<file path="config.mk">
export PLATFORM = sky130hd
export DESIGN_NAME = cache_fill_arbiter_flat
export DESIGN_NICKNAME = d
export VERILOG_FILES = /design/src/rtl/cache_fill_arbiter_if.sv /design/src/rtl/cache_fill_arbiter.sv /design/src/flat_wrapper.sv
export SDC_FILE = /design/constraint.sdc
export NUM_CORES = 1
export LEC_CHECK = 0
export ABC_AREA = 0
export CAP_MARGIN = 15
export CORE_UTILIZATION = 39
export DETAILED_ROUTE_END_ITERATION = 7
export PLACE_DENSITY_LB_ADDON = 0.08
export REMOVE_ABC_BUFFERS = 1
export SLEW_MARGIN = 10
export SYNTH_ARGS = -nofsm -noshare
export SYNTH_HDL_FRONTEND = slang
export SYNTH_SLANG_ARGS = --single-unit
</file>
<file path="constraint.sdc">
create_clock -name clk -period 4.6 [get_ports clk]
set_input_delay 0.92 -clock clk [delete_from_list [all_inputs] [get_ports clk]]
set_output_delay 0.92 -clock clk [all_outputs]
set_load 0.01 [all_outputs]
</file>
<file path="src/rtl/cache_fill_arbiter_if.sv">
`default_nettype none
// ============================================================================
// Module  : cache_fill_arbiter_if
// Brief   : Cache-miss / memory / fill-port bundle for the shared miss handler.
// Revision: 1.0
// ============================================================================
interface cache_fill_arbiter_if;
  logic        miss_I;
  logic [15:0] addr_I;
  logic        miss_D;
  logic [15:0] addr_D;
  logic        mem_en;
  logic [15:0] mem_addr;
  logic [15:0] mem_data;
  logic        mem_valid;
  logic [15:0] fsm_addr;
  logic [15:0] fsm_data;
  logic        data_we_I;
  logic        data_we_D;
  logic        meta_we_I;
  logic        meta_we_D;
  logic        stall_I;
  logic        stall_D;

  modport master (
    input  miss_I, addr_I, miss_D, addr_D, mem_data, mem_valid,
    output mem_en, mem_addr, fsm_addr, fsm_data,
           data_we_I, data_we_D, meta_we_I, meta_we_D, stall_I, stall_D
  );

  modport slave (
    output miss_I, addr_I, miss_D, addr_D, mem_data, mem_valid,
    input  mem_en, mem_addr, fsm_addr, fsm_data,
           data_we_I, data_we_D, meta_we_I, meta_we_D, stall_I, stall_D
  );
endinterface
`default_nettype wire

</file>
<file path="src/rtl/cache_fill_arbiter.sv">
`default_nettype none
// ============================================================================
// Module  : cache_fill_arbiter
// Brief   : Round-robin I/D miss arbiter fetching one 8-word block per miss.
// Revision: 1.0
// ============================================================================
module cache_fill_arbiter #(
  parameter int MEM_LAT = 4,
  parameter int WORDS   = 8
) (
  input  logic                 clk,
  input  logic                 rst,
  cache_fill_arbiter_if.master bus
);
  localparam int c_OFF_W = $clog2(WORDS);
  localparam int c_INF_W = $clog2(MEM_LAT + 1);
  localparam logic c_SIDE_I = 1'b0;
  localparam logic c_SIDE_D = 1'b1;

  typedef enum logic [1:0] {
    S_IDLE = 2'd0,
    S_FILL = 2'd1,
    S_META = 2'd2,
    S_DONE = 2'd3
  } state_t;

  state_t               r_state;
  state_t               w_state_nxt;
  logic                 r_gnt;
  logic                 r_last;
  logic [11:0]          r_base;
  logic [c_OFF_W:0]     r_issue_cnt;
  logic [c_OFF_W-1:0]   r_ret_cnt;
  logic [c_INF_W-1:0]   r_inflight;
  logic                 w_any_miss;
  logic                 w_grant;
  logic                 w_gnt_nxt;
  logic                 w_mem_en;
  logic                 w_ret;
  logic                 w_busy;
  logic                 w_unused_addr_lsbs;

  assign w_unused_addr_lsbs = ^{bus.addr_I[3:0], bus.addr_D[3:0]};

  assign w_any_miss = bus.miss_I | bus.miss_D;
  assign w_grant    = (r_state == S_IDLE) && w_any_miss;
  // On a tie the side that was not served last wins.
  assign w_gnt_nxt  = (bus.miss_I && bus.miss_D) ? ~r_last : bus.miss_D;
  assign w_busy     = (r_state != S_IDLE);
  assign w_mem_en   = (r_state == S_FILL) && (r_issue_cnt < (c_OFF_W+1)'(WORDS));
  // A return is only accepted while a read is actually outstanding.
  assign w_ret      = (r_state == S_FILL) && bus.mem_valid && (r_inflight != '0);

  always_ff @(posedge clk) begin
    if (rst) begin
      r_state <= S_IDLE;
    end else begin
      r_state <= w_state_nxt;
    end
  end

  always_ff @(posedge clk) begin
    if (rst) begin
      r_gnt       <= c_SIDE_I;
      r_last      <= c_SIDE_I;
      r_base      <= '0;
      r_issue_cnt <= '0;
      r_ret_cnt   <= '0;
      r_inflight  <= '0;
    end else if (w_grant) begin
      r_gnt       <= w_gnt_nxt;
      r_last      <= w_gnt_nxt;
      r_base      <= (w_gnt_nxt == c_SIDE_D) ? bus.addr_D[15:4] : bus.addr_I[15:4];
      r_issue_cnt <= '0;
      r_ret_cnt   <= '0;
      r_inflight  <= '0;
    end else begin
      if (w_mem_en) r_issue_cnt <= r_issue_cnt + 1'b1;
      if (w_ret)    r_ret_cnt   <= r_ret_cnt + 1'b1;
      r_inflight <= r_inflight + c_INF_W'(w_mem_en) - c_INF_W'(w_ret);
    end
  end

  always_comb begin
    w_state_nxt   = r_state;
    bus.mem_en    = 1'b0;
    bus.mem_addr  = '0;
    bus.fsm_addr  = '0;
    bus.fsm_data  = '0;
    bus.data_we_I = 1'b0;
    bus.data_we_D = 1'b0;
    bus.meta_we_I = 1'b0;
    bus.meta_we_D = 1'b0;
    bus.stall_I   = bus.miss_I | (w_busy && r_gnt == c_SIDE_I);
    bus.stall_D   = bus.miss_D | (w_busy && r_gnt == c_SIDE_D);

    case (r_state)
      S_IDLE: if (w_any_miss) w_state_nxt = S_FILL;
      S_FILL: if (w_ret && r_ret_cnt == c_OFF_W'(WORDS - 1)) w_state_nxt = S_META;
      S_META: w_state_nxt = S_DONE;
      default: w_state_nxt = S_IDLE;
    endcase

    // Strobes drop while reset is held so an aborted fill writes nothing.
    if (!rst) begin
      if (w_mem_en) begin
        bus.mem_en   = 1'b1;
        bus.mem_addr = {r_base, r_issue_cnt[c_OFF_W-1:0], 1'b0};
      end
      if (w_ret) begin
        bus.data_we_I = (r_gnt == c_SIDE_I);
        bus.data_we_D = (r_gnt == c_SIDE_D);
        bus.fsm_data  = bus.mem_data;
        bus.fsm_addr  = {r_base, r_ret_cnt, 1'b0};
      end else if (r_state == S_META) begin
        bus.meta_we_I = (r_gnt == c_SIDE_I);
        bus.meta_we_D = (r_gnt == c_SIDE_D);
        bus.fsm_addr  = {r_base, 4'h0};
      end
    end
  end
endmodule
`default_nettype wire
</file>
<file path="src/flat_wrapper.sv">
// flat-port wrapper written by rule: the top's interface ports become plain ports
module cache_fill_arbiter_flat 
#(
  parameter int MEM_LAT = 4,
  parameter int WORDS   = 8
)
  (clk, rst, bus_miss_I, bus_addr_I, bus_miss_D, bus_addr_D, bus_mem_data, bus_mem_valid, bus_mem_en, bus_mem_addr, bus_fsm_addr, bus_fsm_data, bus_data_we_I, bus_data_we_D, bus_meta_we_I, bus_meta_we_D, bus_stall_I, bus_stall_D);
  cache_fill_arbiter_if bus_i ();
  input  logic clk;
  input  logic rst;
  input wire logic [$bits(bus_i.miss_I)-1:0] bus_miss_I;
  input wire logic [$bits(bus_i.addr_I)-1:0] bus_addr_I;
  input wire logic [$bits(bus_i.miss_D)-1:0] bus_miss_D;
  input wire logic [$bits(bus_i.addr_D)-1:0] bus_addr_D;
  input wire logic [$bits(bus_i.mem_data)-1:0] bus_mem_data;
  input wire logic [$bits(bus_i.mem_valid)-1:0] bus_mem_valid;
  output wire logic [$bits(bus_i.mem_en)-1:0] bus_mem_en;
  output wire logic [$bits(bus_i.mem_addr)-1:0] bus_mem_addr;
  output wire logic [$bits(bus_i.fsm_addr)-1:0] bus_fsm_addr;
  output wire logic [$bits(bus_i.fsm_data)-1:0] bus_fsm_data;
  output wire logic [$bits(bus_i.data_we_I)-1:0] bus_data_we_I;
  output wire logic [$bits(bus_i.data_we_D)-1:0] bus_data_we_D;
  output wire logic [$bits(bus_i.meta_we_I)-1:0] bus_meta_we_I;
  output wire logic [$bits(bus_i.meta_we_D)-1:0] bus_meta_we_D;
  output wire logic [$bits(bus_i.stall_I)-1:0] bus_stall_I;
  output wire logic [$bits(bus_i.stall_D)-1:0] bus_stall_D;
  assign bus_i.miss_I = bus_miss_I;
  assign bus_i.addr_I = bus_addr_I;
  assign bus_i.miss_D = bus_miss_D;
  assign bus_i.addr_D = bus_addr_D;
  assign bus_i.mem_data = bus_mem_data;
  assign bus_i.mem_valid = bus_mem_valid;
  assign bus_mem_en = bus_i.mem_en;
  assign bus_mem_addr = bus_i.mem_addr;
  assign bus_fsm_addr = bus_i.fsm_addr;
  assign bus_fsm_data = bus_i.fsm_data;
  assign bus_data_we_I = bus_i.data_we_I;
  assign bus_data_we_D = bus_i.data_we_D;
  assign bus_meta_we_I = bus_i.meta_we_I;
  assign bus_meta_we_D = bus_i.meta_we_D;
  assign bus_stall_I = bus_i.stall_I;
  assign bus_stall_D = bus_i.stall_D;
  cache_fill_arbiter #(.MEM_LAT(MEM_LAT), .WORDS(WORDS)) u_core (.clk(clk), .rst(rst), .bus(bus_i));
endmodule
</file>
-- Word level (Yosys, flattened, before mapping)
Index checks and enable logic that the tools add are counted.
- $add $sub $neg: 4
- multipliers: 0
- divide/modulo/power cells: 0
- $lt $le $gt $ge: 1
- equality and inequality tests: 5
- shift operators: 0
- multiplexer cells: 24
- bitwise logic cells: 4
- reduce and logical (&&, ||, !) cells: 13
- operators with widths (cell ; number):
    2-to-1 mux 16 bit ; 7
    2-to-1 mux 1 bit ; 13
    2-to-1 mux 12 bit ; 1
    logical AND 1 bit ; 8
    case mux 2 bit (3 select lines) ; 1
    adder 4 x 1 -> 4 bit, second input constant ; 1
    < comparator 4 bit, second input constant ; 1
    2-to-1 mux 2 bit ; 2
    adder 3 x 1 -> 3 bit ; 1
    adder 3 x 1 -> 3 bit, second input constant ; 1
    == test 3 bit, second input constant ; 1
    OR 1 bit ; 3
    nonzero test 3 bit ; 1
    subtractor 3 x 1 -> 3 bit ; 1
    == test 2 x 1 -> 1 bit, second input constant ; 1
    == test 2 bit, second input constant ; 1
    zero test 2 bit ; 1
    inequality test 2 x 1 -> 1 bit, second input constant ; 1
    inequality test 2 bit, second input constant ; 1
    AND reduction 2 bit ; 1
    nonzero test 2 bit ; 1
    OR reduction 2 bit ; 1
    inverter 1 bit ; 1
- register bits after elaboration: 25
- latch bits: 0
- memory bits (writable): 0
- memory bits (read-only): 0
- input bits: 53
- output and inout bits: 55
- logic and storage cells: 57
- memories kept: 0

-- Depth between registers and ports, before layout
- depth in word-level cells: 6
- gate-level depth with buffers: 11
- mapped depth without buffers: 11

-- Least setup slack after synthesis
OpenSTA, ideal clock, no wires.
- kind: input -> output
- start point: in rst
- end point: out bus_data_we_D
- data arrival time: 1.611 ns
- required time: 3.680 ns
- path slack: 2.069 ns
- cell stages on the path: 4
- path buffers: 2
- path through: clkbuf_1 > nor2_2 > clkbuf_1 > and2_1
- longest elaborated chain between the ends: 1
- RTL lines (item ; line ; RTL):
    from (decl) ; flat_wrapper.sv:10 ; input logic rst;
    2-to-1 mux 1 bit ; cache_fill_arbiter.sv:105 ; if (!rst) begin
    to (decl) ; flat_wrapper.sv:22 ; output wire logic [$bits(bus_i.data_we_D)-1:0] bus_data_we_D;
Every way passes these cells.

-- Final worst setup path
- start point: in bus_mem_valid
- end point: out bus_fsm_addr[8]
- longest elaborated chain between the ends: 4
- RTL lines (item ; line ; RTL):
    from (decl) ; flat_wrapper.sv:16 ; input wire logic [$bits(bus_i.mem_valid)-1:0] bus_mem_valid;
    logical AND 1 bit (2 in series) ; cache_fill_arbiter.sv:52 ; assign w_ret = (r_state == S_FILL) && bus.mem_valid && (r_inflight != '0);
    2-to-1 mux 16 bit ; cache_fill_arbiter.sv:110 ; if (w_ret) begin
    2-to-1 mux 16 bit ; cache_fill_arbiter.sv:105 ;
    to (decl) ; flat_wrapper.sv:19 ; output wire logic [$bits(bus_i.fsm_addr)-1:0] bus_fsm_addr;
Every way passes these cells.

==> impl_metrics.py <==
metrics = {
    "outcome": {
        "status": "finished, final reports clean",
    },
    "clocking": {
        "cts_made_buffers": 3,
        "htreeDepth": 1,
        "cts_root_buf": "clkbuf_8",
        "clkSlewWorstSetupHoldPaths_ns": 0.10,
        "clock_latency_ns": 0.28,
        "clkSinkCount": 25,
        "ctsResizeCount": 0,
        "cts_tree": "done",
        "holdBufCountCts": 0,
        "cts_buffer_depth": 2,
        "post_cts_buffers": 0,
    },
    "route": {
        "drtIter0Drc": 25,
        "via_per_inst": 4.810,
        "dr.pass1.iters": 5,
        "num_vias": 1515,
        "ant_nets": 0,
        "wl_per_cell_um": 12.89,
        "wl_mm": 4.059,
        "remaining_drc_errors": 0,
    },
    "synth": {
        "async_flop_share": 0,
        "postSynthAreaPerCell_um2": 9.312,
        "post-synth-top-count-cell": "and2_1",
        "yosysWarningCount": 0,
        "synthTopCellsByCount": "and2_1 (37), dfxtp_1 (25), mux2i_1 (17), o2bb2ai_1 (12), nor2_1 (11)",
        "synth_ff_type": "dfxtp_1",
        "ys_seq_area_frac": 0.3089,
        "syn_area_mm2": 0.001620,
        "synth-edff-count": 0,
        "synthTopCellsByArea": "dfxtp_1 (31%), and2_1 (14%), mux2i_1 (11%)",
        "synthCells": 174,
        "yosysUniqueCellTypes": 41,
        "synth-seq-cells": 25,
        "yosysTopAreaCellShare": 0.3089,
        "synth_largest_area_cell": "dfxtp_1",
    },
    "timing": {
        "post-route-min-period_ns": 3.947,
        "finClkSkew_ns": 0.01055,
        "finalHoldViolations": 0,
        "report.final.slew_viol_count": 0,
        "worst_pin_slew_ns": 0.9689,
        "relSlewSlack": 0.3528,
        "finalSetupTns_ns": 0,
        "max_freq_ghz": 0.2533,
        "rsz0062_at_grt": "false",
        "min_period_over_period": 0.8581,
        "finalSetupViolations": 0,
    },
    "finish": {
        "fin_cells": 315,
        "layout.nets": 328,
        "utilization": 0.6619,
        "num_antenna_cells": 0,
        "seq_area_um2": 500.5,
        "multiInputGateArea_mm2": 0.001037,
        "nFillCells": 321,
        "drive_gt1_frac": 0.08679,
        "final_area_mm2": 0.002648,
        "syn_to_final_growth_pct": 63.40,
    },
    "hold_path": {
        "hold_path_class": "reg -> reg",
        "holdPathEnd": "u_core.r_base[0]$_SDFFE_PP0P_",
        "hold_depth": 1,
        "min_from": "u_core.r_base[0]$_SDFFE_PP0P_",
    },
    "critical_path": {
        "critical_path_required_ns": 3.68,
        "setup.worst_path.start_class": "input port",
        "ff2ff_path_depth": 11,
        "cp-end-kind": "primary output",
        "rr_endpoint": "u_core.r_inflight[2]$_SDFF_PP0_",
        "arrival_ns": 3.03,
        "rr_startpoint": "u_core.r_state[1]$_SDFFE_PP0P_",
        "worstPathMaxFanout": 12,
        "regToRegSetupSlack_ns": 2.18,
        "crit_type": "in -> out",
        "cp-startpoint": "bus_mem_valid",
    },
    "global_route": {
        "grt_max_degree": 21,
        "overflow": 0,
        "grt_use_total": 0.1971,
        "grt_pass1_wl_mm": 6.513,
        "grt_pass1_vias": 1443,
        "antenna_found_initial": 0,
    },
    "die": {
        "initial_core_util": 0.4051,
        "die-area_mm2": 0.004416,
        "die_w_um": 66.46,
        "die_y_um": 66.46,
        "io-pin-count": 108,
        "rows": 23,
        "core_area_mm2": 0.004000,
    },
    "power_and_ir_drop": {
        "power.total_w": 0.0007853,
        "peakVddDrop_mv": 0.1666,
        "pwr_density_cell_mw_per_mm2": 296.6,
        "p_leak_nw": 1.072,
    },
    "placement": {
        "place.gp.congestion": 0.7689,
        "dpl.hpwl_mm": 3.115,
        "place_area_mm2": 0.002597,
        "portBuffers": 97,
        "dp_cells": 311,
    },
    "job": {
        "maxCapViolCount": 0,
    },
}
-- cell families after synthesis --
logic type	count (synthesis)	share of synthesized area
AND/OR/NAND/NOR	76	0.2965
AO/OA/AOI/OAI	25	0.1382
flip-flops	25	0.3089
multiplexers	17	0.1050
buffers and inverters	17	0.05328
adder cells (fa/ha/maj)	9	0.07413
XOR/XNOR	4	0.02163
other	1	0.002314
-- sequential cells by signal (all words and copies together), names as in the netlist --
name	count
u_core.r_issue_cnt	4
u_core.r_inflight	3
u_core.r_gnt	1
u_core.r_state	2
u_core.r_base	12
u_core.r_ret_cnt	3
-- per-stage QoR --
stage | setup slack, ns | hold slack, ns
floorplan | 2.027 | 0.4376
finish | 0.6526 | 0.4850
detailed placement | 0.6136 | 0.4581
CTS | 0.6069 | 0.4885
global route | 0.5247 | 0.5109
global placement | 0.6061 | 0.4647
-- layer usage --
layer,global-route usage,share of wire
met5,0,0
met4,0.06383,0.0074
met2,0.3724,0.50
met3,0.05822,0.084
met1,0.2052,0.41
-- critical path, stage by stage --
cell and delay, ns:
clkdlybuf4s50_1 0.55, o311ai_4 0.20, a21oi_2 0.57, and2_4 0.24, clkdlybuf4s50_1 0.54
-- power breakdown --
part	total (W)	switching [W]	leakage (nW)	internal (W)
Clock	0.000141	0.0000774	0.0261	0.0000636
Sequential	0.000308	0.0000439	0.205	0.000264
Combinational	0.000336	0.000166	0.841	0.000171
Total	0.000785	0.000287	1.07	0.000498
-- cells in the final DEF (no fill, tap or decap), types with 2 or more instances in the layout --
cell	count
ha_1	8
xor2_1	3
nand2b_1	4
dfxtp_1	25
and2_2	2
nor3_1	3
o2bb2ai_1	12
inv_1	5
and2_1	37
mux2i_1	17
nor2_1	11
clkbuf_8	3
clkdlybuf4s50_1	97
conb_1	2
and2_4	10
-- final cells by class --
cell class / instances / share of cell area
timing repair buffer: 98 / 0.3696
multi-input combinational: 133 / 0.3918
clock buffer: 3 / 0.01560
tap: 50 / 0.02363
clock inverter: 1 / 0.003308
sequential: 25 / 0.1890
inverter: 5 / 0.007089
-- how the worst max path moves through the flow --
stage,to,slack (ns)
after floorplan,bus_fsm_addr[15],2.03
after global placement,bus_fsm_addr[12],0.61
after detailed placement,bus_fsm_addr[8],0.61
after CTS,bus_fsm_addr[11],0.61
after global routing,bus_fsm_addr[12],0.52
final,bus_fsm_addr[8],0.65
(Power assumes the default switching activity.)
